File: config.mk
export PLATFORM = sky130hd
export DESIGN_NAME = hart_debug_ctl
export DESIGN_NICKNAME = d
export VERILOG_FILES = /design/src/rtl/hart_debug_ctl_pkg.sv /design/src/rtl/hart_debug_ctl.sv
export SDC_FILE = /design/constraint.sdc
export NUM_CORES = 1
export LEC_CHECK = 0
export CAP_MARGIN = 0
export CORE_UTILIZATION = 42
export DETAILED_ROUTE_END_ITERATION = 16
export GPL_TIMING_DRIVEN = 0
export MAX_ROUTING_LAYER = met4
export PLACE_DENSITY_LB_ADDON = 0.08
export SKIP_CTS_REPAIR_TIMING = 1
export SYNTH_ARGS = -nofsm -noshare
export SYNTH_HDL_FRONTEND = slang
export SYNTH_SLANG_ARGS = --single-unit
File: constraint.sdc
create_clock -name clk -period 1.89 [get_ports clk]
set_input_delay 0.2835 -clock clk [delete_from_list [all_inputs] [get_ports clk]]
set_output_delay 0.2835 -clock clk [all_outputs]
set_load 0.05 [all_outputs]
File: src/rtl/hart_debug_ctl_pkg.sv
// Shared debug definitions for the hart debug controller: FSM state
// encoding, halt cause codes and the halt-cause priority helper.
package hart_debug_ctl_pkg;

    typedef enum logic [2:0] {
        ST_RUNNING  = 3'd0,
        ST_HALTING  = 3'd1,
        ST_HALTED   = 3'd2,
        ST_ACCESS   = 3'd3,
        ST_RESUMING = 3'd4,
        ST_STEPPING = 3'd5
    } dbg_state_e;

    typedef logic [2:0] cause_t;

    localparam cause_t CAUSE_NONE    = 3'd0;
    localparam cause_t CAUSE_EBREAK  = 3'd1;
    localparam cause_t CAUSE_TRIGGER = 3'd2;
    localparam cause_t CAUSE_HALTREQ = 3'd3;
    localparam cause_t CAUSE_STEP    = 3'd4;

    // Priority on a halting boundary: trigger > ebreak > haltreq > step.
    function automatic cause_t halt_cause(input logic trigger,
                                          input logic ebreak,
                                          input logic haltreq);
        if (trigger)      return CAUSE_TRIGGER;
        else if (ebreak)  return CAUSE_EBREAK;
        else if (haltreq) return CAUSE_HALTREQ;
        else              return CAUSE_STEP;
    endfunction

endpackage

File: src/rtl/hart_debug_ctl.sv
// Hart debug controller: halt/resume/single-step sequencing plus abstract
// GPR access through a register-file takeover port.
// Build option: define RV_DEBUG_STEP_EN to enable single-step (STEPPING
// state and the step input); without it step is ignored and every resume
// returns straight to RUNNING.
module hart_debug_ctl
    import hart_debug_ctl_pkg::*;
#(
    parameter int Width = 32
) (
    input  logic             clk,
    input  logic             rst_n,
    input  logic             haltreq,
    input  logic             resumereq,
    input  logic             step,
    input  logic             boundary,
    input  logic             ebreak_dbg,
    input  logic             trigger_hit,
    output logic             halted,
    output logic             running,
    output logic             resumeack,
    output logic             core_stall,
    output logic             dpc_we,
    output logic [2:0]       cause,
    output logic             resume_pc_we,
    input  logic             ar_req,
    input  logic             ar_write,
    input  logic [4:0]       ar_regno,
    input  logic [Width-1:0] ar_wdata,
    output logic [Width-1:0] ar_rdata,
    output logic             ar_done,
    output logic             ar_err,
    output logic             rf_own,
    output logic [4:0]       rf_addr,
    output logic [Width-1:0] rf_wdata,
    output logic             rf_we,
    input  logic [Width-1:0] rf_rdata
);

    dbg_state_e       state_q, state_d;
    cause_t           cause_q, cause_d;
    logic             acc_write_q;
    logic [4:0]       acc_regno_q;
    logic [Width-1:0] acc_wdata_q;
    logic [Width-1:0] ar_rdata_q;
    logic             ar_done_q;
    logic             ar_err_q;

    logic step_en;
`ifdef RV_DEBUG_STEP_EN
    assign step_en = step;
`else
    logic unused_step;
    assign step_en     = 1'b0;
    assign unused_step = step;
`endif

    // A command is accepted only from HALTED; anywhere else it is rejected.
    logic acc_start, acc_end, bad_req;
    assign acc_start = (state_q == ST_HALTED) && ar_req;
    assign acc_end   = (state_q == ST_ACCESS);
    assign bad_req   = ar_req && (state_q != ST_HALTED);

    // Next-state, halt cause and the same-cycle dpc write strobe.
    always_comb begin
        // NOTE: every signal written here gets a default first, so no path can infer a latch.
        state_d = state_q;
        cause_d = cause_q;
        dpc_we  = 1'b0;
        case (state_q)
            ST_RUNNING: begin
                if (boundary && (trigger_hit || ebreak_dbg)) begin
                    state_d = ST_HALTED;
                    dpc_we  = 1'b1;
                    cause_d = halt_cause(trigger_hit, ebreak_dbg, haltreq);
                end else if (haltreq) begin
                    state_d = ST_HALTING;
                end
            end
            ST_HALTING: begin
                // The request is latched by being here; haltreq may already be low.
                if (boundary) begin
                    state_d = ST_HALTED;
                    dpc_we  = 1'b1;
                    cause_d = halt_cause(trigger_hit, ebreak_dbg, 1'b1);
                end
            end
            ST_HALTED: begin
                // A command wins over a simultaneous resume; the resume is dropped.
                if (ar_req)         state_d = ST_ACCESS;
                else if (resumereq) state_d = ST_RESUMING;
            end
            ST_ACCESS: begin
                state_d = ST_HALTED;
            end
            ST_RESUMING: begin
                state_d = step_en ? ST_STEPPING : ST_RUNNING;
            end
            ST_STEPPING: begin
                if (boundary) begin
                    state_d = ST_HALTED;
                    dpc_we  = 1'b1;
                    cause_d = halt_cause(trigger_hit, ebreak_dbg, haltreq);
                end
            end
            default: begin
                state_d = ST_RUNNING;
            end
        endcase
    end

    // State, cause, captured command and the registered command response.
    always_ff @(posedge clk or negedge rst_n) begin
        if (!rst_n) begin
            state_q     <= ST_RUNNING;
            cause_q     <= CAUSE_NONE;
            acc_write_q <= 1'b0;
            acc_regno_q <= 5'd0;
            acc_wdata_q <= '0;
            ar_rdata_q  <= '0;
            ar_done_q   <= 1'b0;
            ar_err_q    <= 1'b0;
        end else begin
            // NOTE: non-blocking assignments so every register here samples pre-edge values.
            state_q   <= state_d;
            cause_q   <= cause_d;
            ar_done_q <= acc_end || bad_req;
            ar_err_q  <= bad_req;
            if (acc_start) begin
                acc_write_q <= ar_write;
                acc_regno_q <= ar_regno;
                acc_wdata_q <= ar_wdata;
            end
            if (acc_end && !acc_write_q) begin
                ar_rdata_q <= rf_rdata;
            end
        end
    end

    assign halted       = (state_q == ST_HALTED) || (state_q == ST_ACCESS) ||
                          (state_q == ST_RESUMING);
    assign core_stall   = halted;
    assign running      = (state_q == ST_RUNNING) || (state_q == ST_STEPPING);
    assign resumeack    = (state_q == ST_RESUMING);
    assign resume_pc_we = (state_q == ST_RESUMING);
    assign cause        = cause_q;

    assign rf_own   = acc_end;
    assign rf_addr  = rf_own ? acc_regno_q : 5'd0;
    assign rf_wdata = rf_own ? acc_wdata_q : '0;
    // x0 is hardwired: the write completes normally but never reaches the file.
    assign rf_we    = rf_own && acc_write_q && (acc_regno_q != 5'd0);

    assign ar_rdata = ar_rdata_q;
    assign ar_done  = ar_done_q;
    assign ar_err   = ar_err_q;

endmodule

==> flow_metrics.tcl <==
set metrics [dict create \
    drt_iter0_drc 29 \
    chipHeight_um 93.6 \
    antenna_violating_nets_post_route 0 \
    design.die.area_um2 8750 \
    worst_path_largest_cell_delay_ns 0.38 \
    worst-setup-path-type "reg -> out" \
    detailed_place.area_um2 5280 \
    crit_fanout 10 \
    clock_path_buffers 2 \
    area_of_combinational_cells_with_multiple_inputs_um2 1510 \
    dp_worst_setup_slack_ns -0.660 \
    syn-cell-area_um2 3520 \
    final_number_of_setup_violating_endpoints 25 \
    avgViaCountPerCell 4.75 \
    cts_root_buffer "sky130_fd_sc_hd__clkbuf_8" \
    hold-worst-slack_ns 0.446 \
    vias_in_the_first_global_route 2551 \
    tightestPinTransition_ns 0.523 \
    final.min_clock_period_ns 1.96 \
    timing.critical_path.required_ns 1.61 \
    power_density_nw_per_um2 1850 \
    synth.yosys.warnings 0 \
    core_footprint_um2 8180 \
    postSynthRegisterBits 78 \
    clock_buffers_created_by_tritoncts 9 \
    total_power_w 0.0108 \
    syn_nets 324 \
    antenna_cells_inserted 0 \
    detail_route.first_pass.iterations 4 \
    number_of_antenna_violations_at_the_first_check_in_global_routing 0 \
    timing.critical_path.cells "buf_6, and3b_4, buf_6, o311a_4, buf_8" \
    drt_wl_total_mm 8.46 \
    clock_latency_ns 0.34 \
    placed_cells_incl_taps 510 \
    grt_max_degree 42 \
    crit_path_start_kind "flop" \
    fmaxAchievable_mhz 511 \
    gr-total-overflow 0 \
    num_io_pins 161 \
    postLayoutSetupSlackWorst_ns -0.0674 \
    first_pass_grt_wire_length_mm 12.9 \
    rr_startpoint "state_q[2]" \
    flow.area_growth_from_synthesis_pct 65.9 \
    tritoncts_clock_tree "built" \
    worst_case_headroom_to_the_max_slew_limit 0.651 \
    effective_utilization_at_floorplan 0.431 \
    critical_path.most_common_cell "sky130_fd_sc_hd__buf_6" \
    seq_area_frac_synth 0.554 \
    syn-instance-count 245 \
    max_cap_violations 0 \
    remaining_drc_errors 0 \
    drive_above_1_share 0.453 \
    final.fill_count 594 \
    critical_path.endpoint_type "output pin" \
    highest_count_cells_in_the_layout_ignoring_fill_and_taps "113 x sky130_fd_sc_hd__clkdlybuf4s50_1, 77 x sky130_fd_sc_hd__dfrtp_1, 41 x sky130_fd_sc_hd__mux2_2" \
    hold_viol_final 0 \
    gr-usage-all-layers 0.197 \
    finalMaxSlewViolations 0 \
    min-delay-path-class "in -> async" \
    worstSetupStartpoint "state_q[2]" \
    yosys.cell_types.count 36 \
    syn_area_per_cell_um2 14.4 \
    crit_arrival_ns 1.67 \
    period_utilisation_layout 1.04 \
    routed_len_inst_um 15.7 \
    place.detailed.hpwl_mm 5.89 \
    routed-via-count 2554 \
    num_rows 33 \
    status "finished with violations" \
    violations_in_the_final_reports "negative setup slack" \
    gp_routability_congestion 0.764 \
    cts_sink_cnt 78 \
    cts_max_level 3 \
    ir_worst_vdd_v 0.00118 \
    ff_latch_area_um2 1950 \
    io_buffer_count 159 \
    fp.dieW_um 93.6 \
    critical_path_s_slowest_cell "sky130_fd_sc_hd__dfrtp_1" \
    grt_setup_unrepaired "true" \
    worst_setup_hold_path_clk_slew_ns 0.09 \
    nNetsFinal 507 \
    final-instance-count-excl-fill 538 \
    power_leakage_nw 2.58 \
    final_design_area_no_fill_um2 5840 \
    clock-skew-final_ns 0.0103 \
    mostFrequentLayoutCell "sky130_fd_sc_hd__clkdlybuf4s50_1" \
]
stage by stage:
step | util | setup TNS [ns]
6_report | 0.715 | -0.699
5_1_grt | 0.715 | -2.91
4_1_cts | 0.674 | -39.87
3_5_place_dp | 0.646 | -24.86
3_3_place_gp | 0.644 | -202.03
2_1_floorplan | - | -0.226
final timing paths:
path | depth (start not counted) | slack [ns] | endpoint
max in group asynchronous | 3 | 0.84 | acc_wdata_q[31]
hold / removal | 2 | 0.45 | acc_wdata_q[25]
min in group clk | 1 | 0.50 | acc_wdata_q[14]
setup / recovery | 5 | -0.07 | rf_we
setup reg to reg | 7 | 0.08 | ar_rdata[24]
hold reg to reg | 1 | 0.50 | acc_wdata_q[14]
where the power goes:
group          switching (W)  internal [W]
Clock               0.000633      0.000789
Combinational        0.00352       0.00293
Sequential          0.000454       0.00251
Total                0.00460       0.00623
per-layer routing:
layer  share of wire  vias up  track usage
li1                -     1205            -
met1            0.43     1245        0.250
met2            0.50       94        0.316
met3           0.063       10       0.0415
met4          0.0099        0       0.0615
met5               0        -            -
Yosys cell counts:
library cell	instances	area (µm²)
sky130_fd_sc_hd__o32ai_1	2	17.5
sky130_fd_sc_hd__nor2b_4	1	13.8
sky130_fd_sc_hd__buf_8	3	45.0
sky130_fd_sc_hd__dfrtp_1	78	1950
sky130_fd_sc_hd__nor3_1	1	5.00
sky130_fd_sc_hd__or3_1	1	6.26
sky130_fd_sc_hd__buf_2	1	5.00
sky130_fd_sc_hd__o311a_1	1	10.0
sky130_fd_sc_hd__o22a_1	1	8.76
sky130_fd_sc_hd__or3b_2	4	35.0
sky130_fd_sc_hd__xor2_1	1	8.76
sky130_fd_sc_hd__and2_1	38	238
sky130_fd_sc_hd__o211ai_1	1	7.51
sky130_fd_sc_hd__nand3b_1	1	7.51
sky130_fd_sc_hd__and3b_1	1	8.76
sky130_fd_sc_hd__or2_1	1	6.26
sky130_fd_sc_hd__mux2_4	30	450
sky130_fd_sc_hd__inv_1	5	18.8
sky130_fd_sc_hd__a211o_1	1	8.76
sky130_fd_sc_hd__mux2_2	41	462
sky130_fd_sc_hd__a21o_1	2	15.0
sky130_fd_sc_hd__o21bai_1	1	7.51
sky130_fd_sc_hd__nand3_1	1	5.00
sky130_fd_sc_hd__mux2i_1	1	10.0
sky130_fd_sc_hd__nand2_1	1	3.75
sky130_fd_sc_hd__buf_4	5	37.5
sky130_fd_sc_hd__or4_1	2	15.0
sky130_fd_sc_hd__nand2b_1	1	6.26
sky130_fd_sc_hd__a21oi_1	3	15.0
sky130_fd_sc_hd__a2bb2oi_1	1	8.76
sky130_fd_sc_hd__clkbuf_1	5	18.8
sky130_fd_sc_hd__and3_1	1	6.26
sky130_fd_sc_hd__o21a_1	1	7.51
sky130_fd_sc_hd__o21ai_0	1	5.00
sky130_fd_sc_hd__nor2_1	3	11.3
sky130_fd_sc_hd__buf_6	3	33.8
sequential cells by signal, summed over array words and instances (netlist names):
signal       flops
acc_wdata_q     32
ar_rdata        32
acc_regno_q      5
cause            3
state_q          3
acc_write_q      1
ar_done          1
ar_err           1
critical path, delay by kind of cell (launching register included):
family	cells	cell delay [ns]
flops	1	0.38
buf+inv	3	0.41
simple gates	1	0.35
compound gates	1	0.19
logic make-up after synthesis:
logic type,Yosys count,share of synthesized area
AOI/OAI and AO/OA,15,0.0316
xor gates and xnor gates,1,0.00249
buffers and inverters,22,0.0451
DFF,78,0.554
muxes,72,0.262
and+or+nand+nor,57,0.104
cell type report:
| cell class | instances | share of cell area |
|---|---|---|
| buffer | 17 | 0.0298 |
| clock buffer | 10 | 0.0236 |
| clock inverter | 6 | 0.0161 |
| inverter | 5 | 0.00321 |
| multi-input combinational | 146 | 0.259 |
| sequential | 78 | 0.334 |
| tap | 105 | 0.0225 |
| timing repair buffer | 171 | 0.312 |
Power figures use the tool's default switching activity.
